===== src/rtl/eth_pkg.sv =====
// Shared constants and types for the Ethernet RX frame classifier.
package eth_pkg;

    typedef enum logic [2:0] {
        CLASS_OTHER      = 3'd0,
        CLASS_ARP        = 3'd1,
        CLASS_ICMP       = 3'd2,
        CLASS_UDP        = 3'd3,
        CLASS_IPV4_OTHER = 3'd4
    } eth_class_e;

    typedef enum logic [1:0] {
        ST_IDLE    = 2'd0,
        ST_HDR     = 2'd1,
        ST_PAYLOAD = 2'd2
    } rx_state_e;

    localparam logic [15:0] ETHERTYPE_ARP    = 16'h0806;
    localparam logic [15:0] ETHERTYPE_IPV4   = 16'h0800;
    localparam logic [7:0]  IP_PROTO_ICMP    = 8'd1;
    localparam logic [7:0]  IP_PROTO_UDP     = 8'd17;
    localparam logic [47:0] BROADCAST_MAC    = 48'hffff_ffff_ffff;
    localparam logic [15:0] MIN_ARP_IP_BYTES = 16'd42;
    localparam logic [15:0] MIN_ETH_BYTES    = 16'd14;

endpackage


===== src/rtl/eth_keep_decode.sv =====
// Decodes an AXI-Stream byte-enable: byte count and low-aligned contiguity.
module eth_keep_decode (
    input  logic [7:0] tkeep_i,
    output logic [3:0] popcount_o,
    output logic       contig_o
);

    // Count set enables; contiguous means 2^n-1 with n >= 1.
    always_comb begin
        popcount_o = 4'd0;
        for (int k = 0; k < 8; k++) begin
            popcount_o = popcount_o + {3'd0, tkeep_i[k]};
        end
        contig_o = (tkeep_i != 8'd0) && ((tkeep_i & (tkeep_i + 8'd1)) == 8'd0);
    end

endmodule


===== src/rtl/eth_rx_frame_classifier.sv =====
// Parses Ethernet/ARP/IPv4/ICMP/UDP headers from a 64-bit AXI-Stream and emits
// one registered classification record per frame plus saturating statistics.
//
// state   | meaning
// IDLE    | waiting for beat 0 of a frame
// HDR     | beats 1..5, header fields being captured
// PAYLOAD | beats 6+, bytes counted only
module eth_rx_frame_classifier
    import eth_pkg::*;
#(
    parameter logic [47:0] LOCAL_MAC = 48'h211abcdef112,
    parameter int          CNT_W     = 32
) (
    input  logic              i_clk,
    input  logic              i_reset,
    input  logic              i_axis_tvalid,
    input  logic [63:0]       i_axis_tdata,
    input  logic              i_axis_tlast,
    input  logic [7:0]        i_axis_tkeep,
    output logic              o_result_valid,
    output logic [2:0]        o_class,
    output logic              o_error,
    output logic              o_mac_match,
    output logic [47:0]       o_dst_mac,
    output logic [47:0]       o_src_mac,
    output logic [15:0]       o_ethertype,
    output logic [31:0]       o_src_ip,
    output logic [31:0]       o_dst_ip,
    output logic [15:0]       o_l4_dst_port,
    output logic [15:0]       o_byte_count,
    output logic [CNT_W-1:0]  o_arp_cnt,
    output logic [CNT_W-1:0]  o_icmp_cnt,
    output logic [CNT_W-1:0]  o_udp_cnt,
    output logic [CNT_W-1:0]  o_err_cnt
);

    rx_state_e   state_q, state_d;
    logic        capture_en;
    logic [3:0]  beat_q, beat_d;
    logic [15:0] acc_q;
    logic        keep_err_q, keep_err_d;
    logic [47:0] dst_mac_q, dst_mac_d, src_mac_q, src_mac_d;
    logic [15:0] ethertype_q, ethertype_d, udp_port_q, udp_port_d;
    logic [3:0]  ihl_q, ihl_d;
    logic [7:0]  proto_q, proto_d;
    logic [31:0] ip_src_q, ip_src_d, ip_dst_q, ip_dst_d, arp_sip_q, arp_sip_d, arp_tip_q, arp_tip_d;
    logic [3:0]  kd_pop;
    logic        kd_contig;
    logic [7:0]  bv [8];
    logic [16:0] byte_sum;
    logic [15:0] frame_bytes;
    logic        is_arp, is_ipv4, err_c, mac_match_c;
    eth_class_e  class_c;
    logic        beat_fire, frame_end;

    eth_keep_decode u_keep_decode (
        .tkeep_i    (i_axis_tkeep),
        .popcount_o (kd_pop),
        .contig_o   (kd_contig)
    );

    assign beat_fire = i_axis_tvalid;
    assign frame_end = i_axis_tvalid & i_axis_tlast;

    // FSM state register.
    always_ff @(posedge i_clk or posedge i_reset) begin
        if (i_reset) state_q <= ST_IDLE;
        else         state_q <= state_d;
    end

    // FSM next state: tlast always returns to IDLE; header ends after beat 5.
    always_comb begin
        state_d = state_q;
        if (beat_fire) begin
            if (i_axis_tlast) begin
                state_d = ST_IDLE;
            end else begin
                case (state_q)
                    ST_IDLE:    state_d = ST_HDR;
                    ST_HDR:     state_d = (beat_q == 4'd5) ? ST_PAYLOAD : ST_HDR;
                    ST_PAYLOAD: state_d = ST_PAYLOAD;
                    default:    state_d = ST_IDLE;
                endcase
            end
        end
    end

    // FSM outputs: header bytes are only captured before the payload phase.
    always_comb begin
        capture_en = (state_q != ST_PAYLOAD);
    end

    // Split the beat into wire bytes, first wire byte in the low lane.
    always_comb begin
        for (int k = 0; k < 8; k++) bv[k] = i_axis_tdata[8*k +: 8];
    end

    // Header field capture keyed on beat index (wire byte = beat*8 + lane).
    always_comb begin
        dst_mac_d   = dst_mac_q;
        src_mac_d   = src_mac_q;
        ethertype_d = ethertype_q;
        ihl_d       = ihl_q;
        proto_d     = proto_q;
        ip_src_d    = ip_src_q;
        ip_dst_d    = ip_dst_q;
        udp_port_d  = udp_port_q;
        arp_sip_d   = arp_sip_q;
        arp_tip_d   = arp_tip_q;
        if (beat_fire && capture_en) begin
            case (beat_q)
                4'd0: begin
                    dst_mac_d         = {bv[0], bv[1], bv[2], bv[3], bv[4], bv[5]};
                    src_mac_d[47:32]  = {bv[6], bv[7]};
                end
                4'd1: begin
                    src_mac_d[31:0]   = {bv[0], bv[1], bv[2], bv[3]};
                    ethertype_d       = {bv[4], bv[5]};
                    ihl_d             = bv[6][3:0];
                end
                4'd2: proto_d = bv[7];
                4'd3: begin
                    ip_src_d          = {bv[2], bv[3], bv[4], bv[5]};
                    ip_dst_d[31:16]   = {bv[6], bv[7]};
                    arp_sip_d         = {bv[4], bv[5], bv[6], bv[7]};
                end
                4'd4: begin
                    ip_dst_d[15:0]    = {bv[0], bv[1]};
                    udp_port_d        = {bv[4], bv[5]};
                    arp_tip_d[31:16]  = {bv[6], bv[7]};
                end
                4'd5: arp_tip_d[15:0] = {bv[0], bv[1]};
                default: ;
            endcase
        end
    end

    // Running byte total, beat index and keep-error tracking for the current beat.
    always_comb begin
        byte_sum    = {1'b0, acc_q} + {13'd0, kd_pop};
        frame_bytes = byte_sum[16] ? 16'hFFFF : byte_sum[15:0];
        beat_d      = (beat_q == 4'hF) ? beat_q : beat_q + 4'd1;
        keep_err_d  = keep_err_q | (!i_axis_tlast && (i_axis_tkeep != 8'hFF));
    end

    // Classification of the frame ending on this beat, using freshly captured fields.
    always_comb begin
        is_arp      = (ethertype_d == ETHERTYPE_ARP);
        is_ipv4     = (ethertype_d == ETHERTYPE_IPV4);
        mac_match_c = (dst_mac_d == LOCAL_MAC) || (dst_mac_d == BROADCAST_MAC);
        err_c       = keep_err_q || !kd_contig || (frame_bytes < MIN_ETH_BYTES) ||
                      ((is_arp || is_ipv4) && (frame_bytes < MIN_ARP_IP_BYTES));
        class_c     = CLASS_OTHER;
        if (err_c)                         class_c = CLASS_OTHER;
        else if (is_arp)                   class_c = CLASS_ARP;
        else if (is_ipv4 && ihl_d == 4'd5) begin
            if (proto_d == IP_PROTO_ICMP)     class_c = CLASS_ICMP;
            else if (proto_d == IP_PROTO_UDP) class_c = CLASS_UDP;
            else                              class_c = CLASS_IPV4_OTHER;
        end
        else if (is_ipv4)                  class_c = CLASS_IPV4_OTHER;
    end

    // Per-frame datapath state; idle cycles hold everything.
    always_ff @(posedge i_clk or posedge i_reset) begin
        if (i_reset) begin
            beat_q      <= 4'd0;
            acc_q       <= 16'd0;
            keep_err_q  <= 1'b0;
            dst_mac_q   <= '0;
            src_mac_q   <= '0;
            ethertype_q <= '0;
            ihl_q       <= '0;
            proto_q     <= '0;
            ip_src_q    <= '0;
            ip_dst_q    <= '0;
            udp_port_q  <= '0;
            arp_sip_q   <= '0;
            arp_tip_q   <= '0;
        end else if (beat_fire) begin
            beat_q      <= i_axis_tlast ? 4'd0 : beat_d;
            acc_q       <= i_axis_tlast ? 16'd0 : frame_bytes;
            keep_err_q  <= i_axis_tlast ? 1'b0 : keep_err_d;
            dst_mac_q   <= dst_mac_d;
            src_mac_q   <= src_mac_d;
            ethertype_q <= ethertype_d;
            ihl_q       <= ihl_d;
            proto_q     <= proto_d;
            ip_src_q    <= ip_src_d;
            ip_dst_q    <= ip_dst_d;
            udp_port_q  <= udp_port_d;
            arp_sip_q   <= arp_sip_d;
            arp_tip_q   <= arp_tip_d;
        end
    end

    // Result record, loaded one cycle after the tlast beat and held until the next.
    always_ff @(posedge i_clk or posedge i_reset) begin
        if (i_reset) begin
            o_result_valid <= 1'b0;
            o_class        <= 3'd0;
            o_error        <= 1'b0;
            o_mac_match    <= 1'b0;
            o_dst_mac      <= '0;
            o_src_mac      <= '0;
            o_ethertype    <= '0;
            o_src_ip       <= '0;
            o_dst_ip       <= '0;
            o_l4_dst_port  <= '0;
            o_byte_count   <= '0;
        end else begin
            o_result_valid <= frame_end;
            if (frame_end) begin
                o_class       <= class_c;
                o_error       <= err_c;
                o_mac_match   <= mac_match_c;
                o_dst_mac     <= dst_mac_d;
                o_src_mac     <= src_mac_d;
                o_ethertype   <= ethertype_d;
                o_src_ip      <= is_arp ? arp_sip_d : ip_src_d;
                o_dst_ip      <= is_arp ? arp_tip_d : ip_dst_d;
                o_l4_dst_port <= (class_c == CLASS_UDP) ? udp_port_d : 16'd0;
                o_byte_count  <= frame_bytes;
            end
        end
    end

    // Saturating statistics, updated from the result record while it is valid.
    always_ff @(posedge i_clk or posedge i_reset) begin
        if (i_reset) begin
            o_arp_cnt  <= '0;
            o_icmp_cnt <= '0;
            o_udp_cnt  <= '0;
            o_err_cnt  <= '0;
        end else if (o_result_valid) begin
            if (o_error) begin
                if (~&o_err_cnt) o_err_cnt <= o_err_cnt + 1'b1;
            end else if (o_mac_match) begin
                if (o_class == CLASS_ARP  && ~&o_arp_cnt)  o_arp_cnt  <= o_arp_cnt + 1'b1;
                if (o_class == CLASS_ICMP && ~&o_icmp_cnt) o_icmp_cnt <= o_icmp_cnt + 1'b1;
                if (o_class == CLASS_UDP  && ~&o_udp_cnt)  o_udp_cnt  <= o_udp_cnt + 1'b1;
            end
        end
    end

endmodule

===== config.mk =====
export PLATFORM = sky130hd
export DESIGN_NAME = eth_rx_frame_classifier
export DESIGN_NICKNAME = d
export VERILOG_FILES = /design/src/rtl/eth_pkg.sv /design/src/rtl/eth_keep_decode.sv /design/src/rtl/eth_rx_frame_classifier.sv
export SDC_FILE = /design/constraint.sdc
export NUM_CORES = 1
export LEC_CHECK = 0
export CAP_MARGIN = 20
export CORE_ASPECT_RATIO = 0.6
export CORE_UTILIZATION = 30
export CTS_CLUSTER_SIZE = 30
export DETAILED_ROUTE_END_ITERATION = 7
export GPL_TIMING_DRIVEN = 0
export PLACE_DENSITY = 0.54
export SYNTH_ARGS = -nofsm -noshare
export SYNTH_HDL_FRONTEND = slang
export SYNTH_SLANG_ARGS = --single-unit

===== constraint.sdc =====
create_clock -name i_clk -period 29.4 [get_ports i_clk]
set_input_delay 4.41 -clock i_clk [delete_from_list [all_inputs] [get_ports i_clk]]
set_output_delay 4.41 -clock i_clk [all_outputs]
set_load 0.02 [all_outputs]

# Word-level counts from Yosys, hierarchy flattened
# Cells that the tools add are included.
# classes
n_addsub	14
magnitude_cmp	2
reduce_logical	31
n_eq_ne	22
mux	40
bitwise	5
# op_table
operator	count
$mux 32	9
$mux 16	12
$mux 48	3
$add 32x1->32 const B	4
$reduce_and 32->1	4
$eq 48x46->1 const B	1
$eq 48x48->1 const B	1
$eq 16x12->1 const B	2
$add 4x1->4	6
$mux 3	6
$add 16x4->17	1
$lt 16x4->1 const B	1
$lt 16x6->1 const B	1
$mux 4	4
$mux 8	2
$eq 4x3->1 const B	3
$reduce_and 4->1	3
$eq 3x2->1 const B	3
$add 8x1->8 const B	1
$and 8x8->8	1
$eq 4x2->1 const B	2
$eq 8x1->1 const B	1
$eq 8x5->1 const B	1
$logic_and 1x1->1	8
other kinds (23)	34
# word_totals
output_inout_bits	342
elab_cells	143
in_bits	76
reg_bits	633

# Depth between registers and ports, before layout
# depth
word_depth	15
ltp_mapped	19
depth_no_buf	17

# By module
# From an unflattened synthesis, not the netlist that was laid out.
# hier_totals
hier_cells	2501
area_unflattened_um2	26679.3
# by_module_without_submodules
module	n_inst	seq_area_each_um2	cells_each	area_each_um2
eth_rx_frame_classifier	1	15840.2	2475	26454.1
eth_keep_decode	1	0.0	26	225.2

# Least setup slack after synthesis
# Ideal clock, no wire load.
# synth_timing
path_type	in2reg
start	in i_axis_tkeep[0]
end	reg o_class[1]
path_stages	16
arrival_time_ps	8602
path_slack_ps	20668
setup_ps	130
required_ps	29270
path_buffers	1
path_cell_list	inv_1 ha_1 inv_1 fa_1 fa_1 fa_1 fa_1 fa_1 nand2b_1 a21oi_1 and3_1 nor2_1 o32a_1 a211oi_2 buf_2 o31ai_1
# synth_between
elab_chain_cells	13
word_cells_on_any_way	22
classes_between	add/sub: 9; order compare: 2; mux: 2; bitwise: 1; reduce/logical: 8
# synth_rtl
item	line_no	source
start: declaration	eth_rx_frame_classifier.sv:19	input logic [7:0] i_axis_tkeep,
$add 1x1->2	eth_keep_decode.sv:12	popcount_o = popcount_o + {3'd0, tkeep_i[k]};
$add 4x1->4 (6 in a row)	eth_keep_decode.sv:12	
$add 16x4->17	eth_rx_frame_classifier.sv:140	byte_sum = {1'b0, acc_q} + {13'd0, kd_pop};
$mux 16	eth_rx_frame_classifier.sv:141	frame_bytes = byte_sum[16] ? 16'hFFFF : byte_sum[15:0];
$lt 16x4->1 / $lt 16x6->1 (equally long branches)	eth_rx_frame_classifier.sv:151, eth_rx_frame_classifier.sv:152	
$logic_or 1x1->1 / $logic_and 1x1->1 (equally long branches)	eth_rx_frame_classifier.sv:151, eth_rx_frame_classifier.sv:152	
$logic_or 1x1->1 (*)	eth_rx_frame_classifier.sv:151	err_c = keep_err_q || !kd_contig || (frame_bytes < MIN_ETH_BYTES) ||
$mux 3 (*)	eth_rx_frame_classifier.sv:154	if (err_c) class_c = CLASS_OTHER;
end signal: assignment	eth_rx_frame_classifier.sv:214	o_class <= class_c;
end: declaration	eth_rx_frame_classifier.sv:21	output logic [2:0] o_class,
# Every way passes the cells marked *; elsewhere a longest branch is shown, timed or not.
# A chain may end at the register's enable or synchronous reset.

# Worst setup path in the final report
# layout_timing
start	in i_axis_tkeep[0]
end	reg o_class[2]
# The elaborated chain is that of the path after synthesis.

==> impl_summary.log <==
[metrics] CTS tree: built
[metrics] die extent in x: between 300 and 400 µm
[metrics] Sink Count: approximately 630
[metrics] average instance area after synthesis: approximately 11 µm²
[metrics] Period Utilization, post-route: 31.7%
[metrics] clock-pin slew of the registers on the worst-case setup and hold paths: approximately 0.06 ns
[metrics] nets@finish: between 3k and 4k
[metrics] GP Congestion: between 0.8 and 0.9
[metrics] CTS Hold Buffers Added: 0
[metrics] number of remaining DRC errors: 0
[metrics] fraction of synthesized cell area taken by the top area cell type: roughly 59%
[metrics] drt via density: 4.81
[metrics] kind of launch point of the worst setup path: input pin
[metrics] worst rel slew slack: between 20% and 30%
[metrics] main flop type after synthesis: dfrtp_1
[metrics] area delta synth->final: 29.9%
[metrics] Cell Pwr Density: approximately 84 nW/µm²
[metrics] synth unique cells: 73
[metrics] Peak VDD IR: between 30 and 40 µV
[metrics] worst setup slack after placement: roughly 19 ns
[metrics] proportion of synthesized flip-flops having asynchronous set or reset: 100%
[metrics] initial core utilization: between 30 and 40%
[metrics] flops & latches, synth: ~630
[metrics] count of flip-flops with a built-in enable after synthesis: 0
[metrics] number of buffers on the longest clock path: 3
[metrics] CP max FO: 10
[metrics] number of setup buffers added after CTS: 0
[metrics] worst setup path category: in -> reg
[metrics] delay contributed by the slowest stage of the critical path: around 0.51 ns
[metrics] Chip Height: 234 µm
[metrics] Root Buffer: clkbuf_16
[metrics] level count of the clock H-tree: 3
[metrics] commonest non-fill, non-tap cell in the layout: nand2_1
[metrics] Max Slew Vio Count: 0
[metrics] crit path time final: just over 9 ns
[metrics] post-layout worst setup margin: around 20 ns
[metrics] Achievable Freq: approximately 110 MHz
[metrics] classification of the worst-slack hold path: reg -> reg
[metrics] Worst Path Arrival: 9.82 ns
[metrics] ordered cell list for the critical path: clkdlybuf4s50_1 -> inv_1 -> ha_1 -> inv_1 -> fa_1 -> fa_1 -> fa_1 -> fa_1 -> fa_1 -> nand2b_1 -> a211oi_1 -> mux2i_1 -> a21boi_0 -> nand4bb_1 -> a211oi_2 -> buf_2 -> o31ai_1
[metrics] via count of the routed design: between 20k and 25k
[metrics] dominant cell type by area after synthesis: dfrtp_1
[metrics] Slowest-stage cell, CP: clkdlybuf4s50_1
[metrics] leakage power summed over all cells: roughly 16 nW
[metrics] Core Region: around 90000 µm²
[metrics] number of global-route vias before repair: ~20k
[metrics] Mapped Nets: ~2.6k
[metrics] Fill cells: approximately 8.6k
[metrics] Hold Slack: between 0.4 and 0.5 ns
[metrics] max-cap viol count: 0
[metrics] worst slew pin tran: 1.07 ns
[metrics] number of hold-slack violations in the final timing report: 0
[metrics] routed wire length: between 90000 and 100000 µm
[metrics] required time of the critical path: around 30 ns
[metrics] wire length of the first global-routing pass: about 130000 µm
[metrics] GRT Residual Overflow: 0
[metrics] total number of placement rows: between 80 and 90
[metrics] result of the run: complete, no violations
[metrics] number of input and output port buffers inserted: about 420
[metrics] post-synthesis instance total: roughly 2.5k
[metrics] Worst Skew: 0.0222 ns
[metrics] total placed cells including tap cells: around 4k
[metrics] layout cells sized above 1: ~10%
[metrics] antenna violations before repair: 8
[metrics] sum of internal, switching and leakage power: approximately 0.0029 W
[metrics] final number of setup-violating endpoints: 0
[metrics] residual antenna-violating net count after detailed routing: 0
[metrics] TritonCTS Buffers: 66
[metrics] largest cells by area after synthesis: dfrtp_1 59%, nand2_1 9.6%, mux2_2 6.1%
[metrics] fraction of the yosys area taken by sequential cells: approximately three fifths
[metrics] Iteration-0 DRC Markers: between 1.5k and 2k
[metrics] Post-Syn Area: about 27000 µm²
[metrics] RSZ-0062 raised after global routing: no
[metrics] post-route core utilization: approximately two fifths
[metrics] Overall Global Routing Usage: just under 20%
[metrics] routed length per placed instance: roughly 21 µm
[metrics] I/O pin count: ~420
[metrics] commonest cells after routing, fill and taps aside: 685 x nand2_1, 633 x dfrtp_1, 415 x clkdlybuf4s50_1
[metrics] pin count of the biggest net entering global routing: between 100 and 150
[metrics] total iterations of the first detailed-routing run: 5
[metrics] warnings from Yosys: 0
[metrics] post-cts gate resize count: 0
[metrics] clock latency on the worst-skew pair: 0.63 ns
[metrics] Critical Path Most Common Cell: fa_1
[metrics] Non-Filler Instances: around 4.2k
[metrics] DPL Wire Length: 66900 µm
[metrics] area of the die: between 90000 and 100000 µm²
[metrics] element type at the critical path end: register
==> per-stage QoR <==
stage	TNS [ns]	cell area [µm²]
after detailed placement	0	32600
after global routing	0	34900
after floorplan	0	26900
after CTS	0	34900
after global placement	-910.62	32500
final	0	34900
==> worst paths after layout <==
check | to | start | cells past startpoint | slack (ns)
min in group asynchronous | o_arp_cnt[2] | i_reset | 2 | 4.31
max reg2reg | o_dst_ip[30] | beat_q[1] | 11 | 25.82
min | arp_sip_q[13] | arp_sip_q[13] | 2 | 0.47
max | o_class[2] | i_axis_tkeep[0] | 17 | 20.08
min reg2reg | arp_sip_q[13] | arp_sip_q[13] | 2 | 0.47
max in group asynchronous | dst_mac_q[25] | i_reset | 5 | 22.83
==> where the power goes <==
part / total (W) / internal [W] / switching [W]
sequential: 0.00122 / 0.00111 / 0.000107
combinational: 0.000797 / 0.000338 / 0.000459
clock: 0.000900 / 0.000534 / 0.000366
==> final cells by class <==
cell class,instances,area [µm²],area share [%]
tap,1161,1450,4.16
timing repair buffer,420,4290,12.3
buffer,125,529,1.52
clock inverter,22,325,0.933
multi-input combinational,1675,10200,29.2
sequential,633,15800,45.4
clock buffer,91,1950,5.59
inverter,76,293,0.839
antenna,2,5.00,0.0143
==> registers in the layout, summed over array words and instances (netlist names), 32 cells and up <==
register    cells
arp_tip_q      32
o_arp_cnt      32
arp_sip_q      32
o_src_mac      48
ip_src_q       32
o_err_cnt      32
o_udp_cnt      32
o_icmp_cnt     32
o_src_ip       32
o_dst_ip       32
src_mac_q      48
ip_dst_q       32
o_dst_mac      48
dst_mac_q      48
==> Yosys cell counts (3+ instances only) <==
cell and n:
nand2_1 685, dfrtp_1 633, mux2_2 145, mux2i_1 98, clkbuf_1 96, xnor2_1 91
inv_1 76, nor2_1 69, o21ai_1 68, nand3_1 67, o21ai_0 58, nand4_1 55
xor2_1 48, and3_1 29, nor3_1 26, a21oi_1 24, nor4_1 23, and2_1 17
ha_1 17, or3b_1 16, and4_1 15, buf_2 15, a31o_2 11, a31oi_1 9
o22ai_1 8, or3_1 7, a21o_1 6, buf_1 6, nand2b_1 6, nor2b_1 6
buf_4 5, fa_1 5, nand3b_1 4, o21a_1 4, a211oi_1 3, buf_6 3
o211ai_1 3, o31ai_1 3, or2_2 3, or4_1 3
==> routing by layer <==
metal | wire, µm | part of all wire (%) | track usage [%]
met1 | 45600 | 50 | 30.7
met2 | 37100 | 41 | 27.1
met3 | 5800 | 6.4 | 4.93
met4 | 1900 | 2.1 | 5.30
met5 | 0 | 0 | 0
==> critical path, delay by kind of cell <==
| family | cells | cell delay, ns |
|---|---|---|
| AO/OA/AOI/OAI | 4 | 1.11 |
| buffers and inverters | 4 | 0.93 |
| AND/OR/NAND/NOR | 2 | 0.41 |
| adder cells (fa/ha/maj) | 6 | 2.61 |
| multiplexers | 1 | 0.34 |
==> kinds of logic (layout without fill, tap and decap cells) <==
family                   Yosys count  count (layout)  synth area share [%]
AND/OR/NAND/NOR                 1049            1049                  17.6
flip-flops                       633             633                  59.0
multiplexers                     245             245                  9.83
AO/OA/AOI/OAI                    220             220                  4.87
buffers and inverters            201             734                  3.03
XOR/XNOR                         139             139                  4.53
adder cells (fa/ha/maj)           22              22                  1.16
other                              0               2                     0
Power figures use the tool's default switching activity.
